`src/rtl/mips_pkg.sv`:
```
// mips_pkg: shared types and widths for the MIPS datapath memory side
package mips_pkg;
  localparam int WORD_W = 32;
  typedef enum logic [1:0] {IDLE, BUSY, DONE} dmem_state_t;
endpackage

```
`src/rtl/dmem_array.sv`:
```
// dmem_array: DEPTH x WORD_W storage, synchronous write, registered read, no reset
// Ports: clk; we/wd write wd at idx; re loads rd from idx; rd holds between reads.
module dmem_array
  import mips_pkg::*;
#(
  parameter int DEPTH = 64
) (
  input  logic                     clk,
  input  logic                     we,
  input  logic                     re,
  input  logic [$clog2(DEPTH)-1:0] idx,
  input  logic [WORD_W-1:0]        wd,
  output logic [WORD_W-1:0]        rd
);
  logic [WORD_W-1:0] mem [DEPTH];
  always_ff @(posedge clk) begin
    if (we) mem[idx] <= wd;
    if (re) rd <= mem[idx];
  end
endmodule

```
`src/rtl/dmem_responder.sv`:
```
// dmem_responder: multi-cycle word load/store responder that stalls the pipeline while busy
// Ports: clk; reset (active-low sync); memwrite/memtoreg request; addr byte address;
// writedata store data; readdata last load result; stall processor hold (comb);
// misaligned one-cycle flag for a rejected unaligned request.
module dmem_responder
  import mips_pkg::*;
#(
  parameter int DEPTH   = 64,
  parameter int LATENCY = 2
) (
  input  logic              clk,
  input  logic              reset,
  input  logic              memwrite,
  input  logic              memtoreg,
  input  logic [31:0]       addr,
  input  logic [31:0]       writedata,
  output logic [WORD_W-1:0] readdata,
  output logic              stall,
  output logic              misaligned
);
  localparam int AW = $clog2(DEPTH);
  localparam int CW = LATENCY > 1 ? $clog2(LATENCY) : 1;
  dmem_state_t       state;
  logic [CW-1:0]     cnt;
  logic              op_w;
  logic [AW-1:0]     idx_q;
  logic [WORD_W-1:0] wd_q;
  logic [WORD_W-1:0] rd;
  logic              rd_ok;
  logic              req, aligned, fire;
  assign req     = memwrite | memtoreg;
  assign aligned = addr[1:0] == 2'b00;
  // gated by reset so a reset on the final busy edge still discards the access
  assign fire    = reset && state == BUSY && cnt == '0;
  assign stall   = (state == IDLE && req && aligned) || state == BUSY;
  // the array's read register has no reset, so reset-to-zero is applied here
  assign readdata = rd_ok ? rd : '0;
  dmem_array #(.DEPTH(DEPTH)) u_array (
    .clk(clk),
    .we (fire && op_w),
    .re (fire && !op_w),
    .idx(idx_q),
    .wd (wd_q),
    .rd (rd)
  );
  always_ff @(posedge clk) begin
    if (!reset) begin
      state      <= IDLE;
      cnt        <= '0;
      misaligned <= 1'b0;
      rd_ok      <= 1'b0;
    end else begin
      misaligned <= state == IDLE && req && !aligned;
      case (state)
        IDLE: if (req && aligned) begin
          op_w  <= memwrite;
          idx_q <= addr[AW+1:2];
          wd_q  <= writedata;
          cnt   <= CW'(LATENCY - 1);
          state <= BUSY;
        end
        BUSY: if (cnt != '0) cnt <= cnt - 1'b1;
        else begin
          state <= DONE;
          if (!op_w) rd_ok <= 1'b1;
        end
        default: state <= IDLE;
      endcase
    end
  end
endmodule
```
`config.mk`:
```
export PLATFORM = sky130hd
export DESIGN_NAME = dmem_responder
export DESIGN_NICKNAME = d
export VERILOG_FILES = /design/src/rtl/mips_pkg.sv /design/src/rtl/dmem_array.sv /design/src/rtl/dmem_responder.sv
export SDC_FILE = /design/constraint.sdc
export NUM_CORES = 2
export LEC_CHECK = 0
export BUFFER_PORTS_ARGS = -buffer_cell sky130_fd_sc_hd__buf_4
export CORE_MARGIN = 4
export CORE_UTILIZATION = 45
export CTS_CLUSTER_DIAMETER = 40
export DETAILED_ROUTE_END_ITERATION = 6
export PLACE_DENSITY = 0.62
export SLEW_MARGIN = 20
export SYNTH_ARGS = -nofsm -noshare
export SYNTH_HDL_FRONTEND = slang
export SYNTH_SLANG_ARGS = --single-unit
```
`constraint.sdc`:
```
create_clock -name clk -period 5.1 [get_ports clk]
set_clock_uncertainty 0.15 [all_clocks]
set_input_delay 0.255 -clock clk [delete_from_list [all_inputs] [get_ports clk]]
set_output_delay 0.255 -clock clk [all_outputs]
set_load 0.005 [all_outputs]
```
* After elaboration in Yosys (flattened, before gate mapping)
Memory sizes are Yosys's and may differ from the RTL's. A register that Yosys moved wholly into a read port is not among the register bits. Cells that the tools add are included.
Word-level totals: output and inout bits 34, memories kept 1, bits in writable memories 2048, bits in registers 44, bits of input ports 68, logic and storage cells 42
Memory list:
- u_array.mem | depth 64, width 32, read ports 1, clocked after memory_dff 1, write ports 1, RTL line dmem_array.sv:15 | logic [WORD_W-1:0] mem [DEPTH];
Operators by class: add/subtract/negate cells 1, multiplexer cells 9, bitwise gates (word level) 3, reduce and logical (&&, ||, !) cells 18, equality and inequality tests 3
Operator list (number):
- $mux W32 | 1
- $logic_and A1 B1 Y1 | 8
- $reduce_and A3 Y1 | 2
- $logic_not A2 Y1 | 2
- $mux W1 | 4
- $mux W2 | 2
- $pmux W2 S2 | 1
- $reduce_and A2 Y1 | 2
- $eq A2 B1 Y1 const B | 1
- $logic_not A1 Y1 | 2
- $ne A2 B1 Y1 const B | 1
- $ne A2 B2 Y1 const B | 1
- $not A1 Y1 | 2
- $pmux W1 S2 | 1
- $reduce_bool A2 Y1 | 1
- $logic_or A1 B1 Y1 | 1
- $or A1 B1 Y1 | 1
- $sub A1 B1 Y1 const B | 1

* Depth between registers and ports, before layout
depth after elaboration 6, gate-level depth with buffers 11, depth with buffers taken out 6

* Hierarchy
A second synthesis with hierarchy kept.
Second synthesis, totals: cells, all modules 4337, area, all modules 80847.5 um^2
Modules (own cells, without submodules):
- dmem_array | times used 1, cells an instance 4239, area each 79248.5 um^2, seq. area each 62459.9 um^2
- dmem_responder | times used 1, cells an instance 98, area each 1599.0 um^2, seq. area each 1271.2 um^2

* Worst setup path after synthesis
Ideal clock, no wire load.
kind register to register, start register cnt, end register u_array.rd[0] (read register of u_array.mem) (enable), setup time 505 ps, cell stages (with the launch flop) 2, clock period less this slack 4251 ps, arrival 3596 ps, data required time 4445 ps, slack 849 ps, path buffers 0, path through dfxtp_1 -> nor4_1
Between the ends: word-level cells in the longest chain between the ends 3
Ends and longest elaborated chain:
- from (decl) | RTL line dmem_responder.sv:24 | logic [CW-1:0] cnt;
- from (signal assigned) | RTL line dmem_responder.sv:59 | cnt <= CW'(LATENCY - 1);
- from (signal assigned) | RTL line dmem_responder.sv:62 | BUSY: if (cnt != '0) cnt <= cnt - 1'b1;
- $not A1 Y1 (no source line)
- $logic_and A1 B1 Y1 | RTL line dmem_responder.sv:34 | assign fire = reset && state == BUSY && cnt == '0;
- $logic_and A1 B1 Y1 | RTL line dmem_responder.sv:41 | .re (fire && !op_w),
- net u_array.re | RTL line dmem_array.sv:10 | input logic re,
- to (decl) | RTL line dmem_array.sv:13 | output logic [WORD_W-1:0] rd
The timed path passes the listed nets, and every way through them passes these cells. A chain may end at the register's enable or synchronous reset.

==> summary.txt <==
Number of synthesized flops with an enable pin: 2,119
Inserted Clock Buffers: 277
Mapped Nets: 4,735
Vias in the first global route: 46,300
Arr. time, crit path: 4.46 ns
Total number of vias: 47,400
Hold Vio Cnt, Final: 0
Initial antenna violation count: 7
Synth top area cells: edfxtp_1 79%, a221oi_1 4.3%, a22oi_1 2.2%, mux2i_1 1.9%, mux2_2 1.5%
CTS root buf: clkbuf_16
IO Port Bufs: 77
Most area-hungry cell type in the Yosys netlist: edfxtp_1
Final Util: 0.534
Slew @ Worst Pin: 1.14 ns
Final GP Congestion: 0.808
Via density: 6.29
DR WL/cell: 30.2 um
Yosys warnings: 0
Die Area: 187,000 um2
Crit path kind: register to register
Synth top area share: 0.786
Post-synthesis sequential element count: 2,124
CP dominant cell by count: buf_4
Synth Cell Area: 81,000 um2
HPWL after DPL: 126,000 um
Clock Pin Slew Worst Setup and Hold Paths: 0.06 ns
Cell row count: 155
CORE AREA: 179,000 um2
Clock period minus final worst setup slack: 3.97 ns
Max-Cap Viols: 0
DIE HEIGHT: 432 um
First-pass GRT wire length: 327,000 um
Lkg Pwr: 30.4 nW
Fin crit share: 0.779
Starting Density: 0.453
DRC violations left: 0
Crit path cell chain: buf_4 > and2_4 > buf_4 > a22oi_1 > nor2_1 > a2111oi_0 > nand3_1 > or4_1
Rel. slew slack: 0.241
Hold_sp: memtoreg
Die Width: 432 um
Total track usage: 0.240
Post-Syn Instances: 4,667
Share of layout cells above drive strength 1: 0.182
Critical path fanouts, max: 58
Pwr/cell area: 405 nW/um2
Max VDD drop: 340 uV
Predominant post-synthesis flop cell: edfxtp_1
Top Ports: 102
# clock sinks: 2,124
Area Overhead vs Synth: 17.8%
Mapped Avg Cell Area: 17.4 um2
Startpoint Class: register
Post-synth ARST share: 0
DR pass1 iterations: 6
Largest net degree at the start of global routing: 96
Sequential cell area fraction in the yosys report: 0.787
Global route total overflow: 0
Post-synth cell types: 62
Min-delay worst type: input port to register
Worst skew pair latency: 0.91 ns
ANT nets after route: 0
Crit path launch: idx_q[2]$_DFFE_PP_
Slowest cell on crit path: edfxtp_1
Delay of the slowest cell on the worst path: 0.65 ns
Setup violations, final: 0
Cell Count, Final, Fillers Out: 7,531
Status: finished, final reports clean
Overall routed net length: 228,000 um
H-Tree Depth: 5
CTS tree: done
Net count, final: 5,047
Worst endpoint required time: 5.59 ns
RSZ-0062 raised after global routing: false
Reg-to-reg startpoint: idx_q[2]$_DFFE_PP_
Final slew viol count: 0
Placed cells: 6,970
Critical path capture point type: register
Clock Tree Buf Depth: 4
Post-CTS Setup Bufs: 0
Peak Freq: 252 MHz
First DRT Iteration DRCs: 6,193
Setup_tns: 0 ns
logic make-up (layout without fill, tap and decap cells):
| logic type | Yosys count | count (layout) | synth area share |
|---|---|---|---|
| other cells | 0 | 3 | 0 |
| flops | 2124 | 2124 | 0.787 |
| compound gates | 1273 | 1273 | 0.116 |
| buf+inv | 362 | 868 | 0.0202 |
| simple gates | 593 | 593 | 0.0334 |
| mux | 315 | 315 | 0.0433 |
final cells by class:
class / instances / area, um2
Multi-Input combinational cell: 2181 / 16200
Clock inverter: 156 / 1610
Fill cell: 14000 / 83400
Sequential cell: 2124 / 63700
Antenna cell: 3 / 7.51
Clock buffer: 317 / 7230
Timing Repair Buffer: 391 / 3670
Inverter: 4 / 25.0
Tap cell: 2355 / 2950
critical path, delay by kind of cell, from the launching register on:
family,cells,cell delay (ns)
AOI/OAI and AO/OA,2,0.79
buffers and inverters,2,0.65
DFF,1,0.65
and+or+nand+nor,4,1.45
where the power goes:
part | total, mW | switching, mW | leakage, nW | internal [mW]
Combinational | 0.873 | 0.587 | 7.02 | 0.285
Clock | 18.7 | 7.29 | 4.25 | 11.4
Sequential | 19.1 | 0.0119 | 19.1 | 19.1
cell usage in the layout, fill, tap and decap left out, drive strengths merged, types with 4 or more instances in the layout:
cell type,synthesis,final
a221o,41,41
a311oi,5,5
a22oi,241,241
o221ai,22,22
and3,4,4
or3,17,17
o21ai,163,163
clkinvlp,0,28
bufinv,0,24
and2,36,36
and4,14,14
nand4,4,4
a21oi,206,206
nand3,36,36
mux4,14,14
o2bb2ai,27,27
o32ai,15,15
or4,14,14
dfxtp,5,5
nor3,28,28
clkinv,0,81
mux2i,157,157
nor2,310,310
mux2,144,144
edfxtp,2119,2119
nand2,97,97
dlygate4sd3,0,85
clkbuf,165,317
nor2b,6,6
a2111oi,17,17
a221oi,395,395
nand3b,16,16
a22o,40,40
o22ai,55,55
a211oi,18,18
o2111ai,13,13
inv,4,27
buf,193,306
final timing paths:
kind	endpoint	slack, ns	cells past startpoint
setup reg to reg	u_array.rd[6]$_DFFE_PP_	1.13	8
hold reg to reg	u_array.mem[21][8]$_DFFE_PP_	0.38	0
hold / removal	misaligned$_SDFF_PN0_	0.11	4
setup / recovery	u_array.rd[6]$_DFFE_PP_	1.13	8
routing by layer:
layer	part of all wire	global-route usage
met2	0.47	0.380
met5	0	0
met1	0.40	0.336
met4	0.033	0.0820
met3	0.095	0.0459
synth_stat cells, types with 34 or more instances:
master and count:
a22oi_1 241, nand3_1 36, nor2_1 309, and2_1 36, a22o_1 40, mux2_1 34, mux2_2 110, a21oi_1 206
edfxtp_1 2119, clkbuf_1 165, buf_2 125, a221oi_1 394, o22ai_1 55, buf_1 45, nand2_1 95, mux2i_1 157
a221o_1 41, o21ai_0 162
metrics by stage:
stage	area, um2	worst slack (ns)	power, mW	hold slack (ns)
4_1_cts	95400	1.22	38.9	0.0159
2_1_floorplan	81000	0.849	19.9	0.204
3_3_place_gp	85700	1.19	20.2	0.283
3_5_place_dp	85700	1.21	20.2	0.284
6_report	95400	1.13	38.7	0.107
5_1_grt	95400	1.05	39.7	0.124
repair_timing:
item                      in CTS  in global routing
hold endpoints to repair      92                  0
hold buffers                  85                  0
resized for setup              0                  0
flip-flops by register name, indices dropped and copies added, names as in the netlist:
register and cells:
op_w 1, cnt 1, misaligned 1, wd_q 32
u_array.rd 32, idx_q 6, rd_ok 1, state 2
u_array.mem 2048
(Power assumes the default switching activity.)
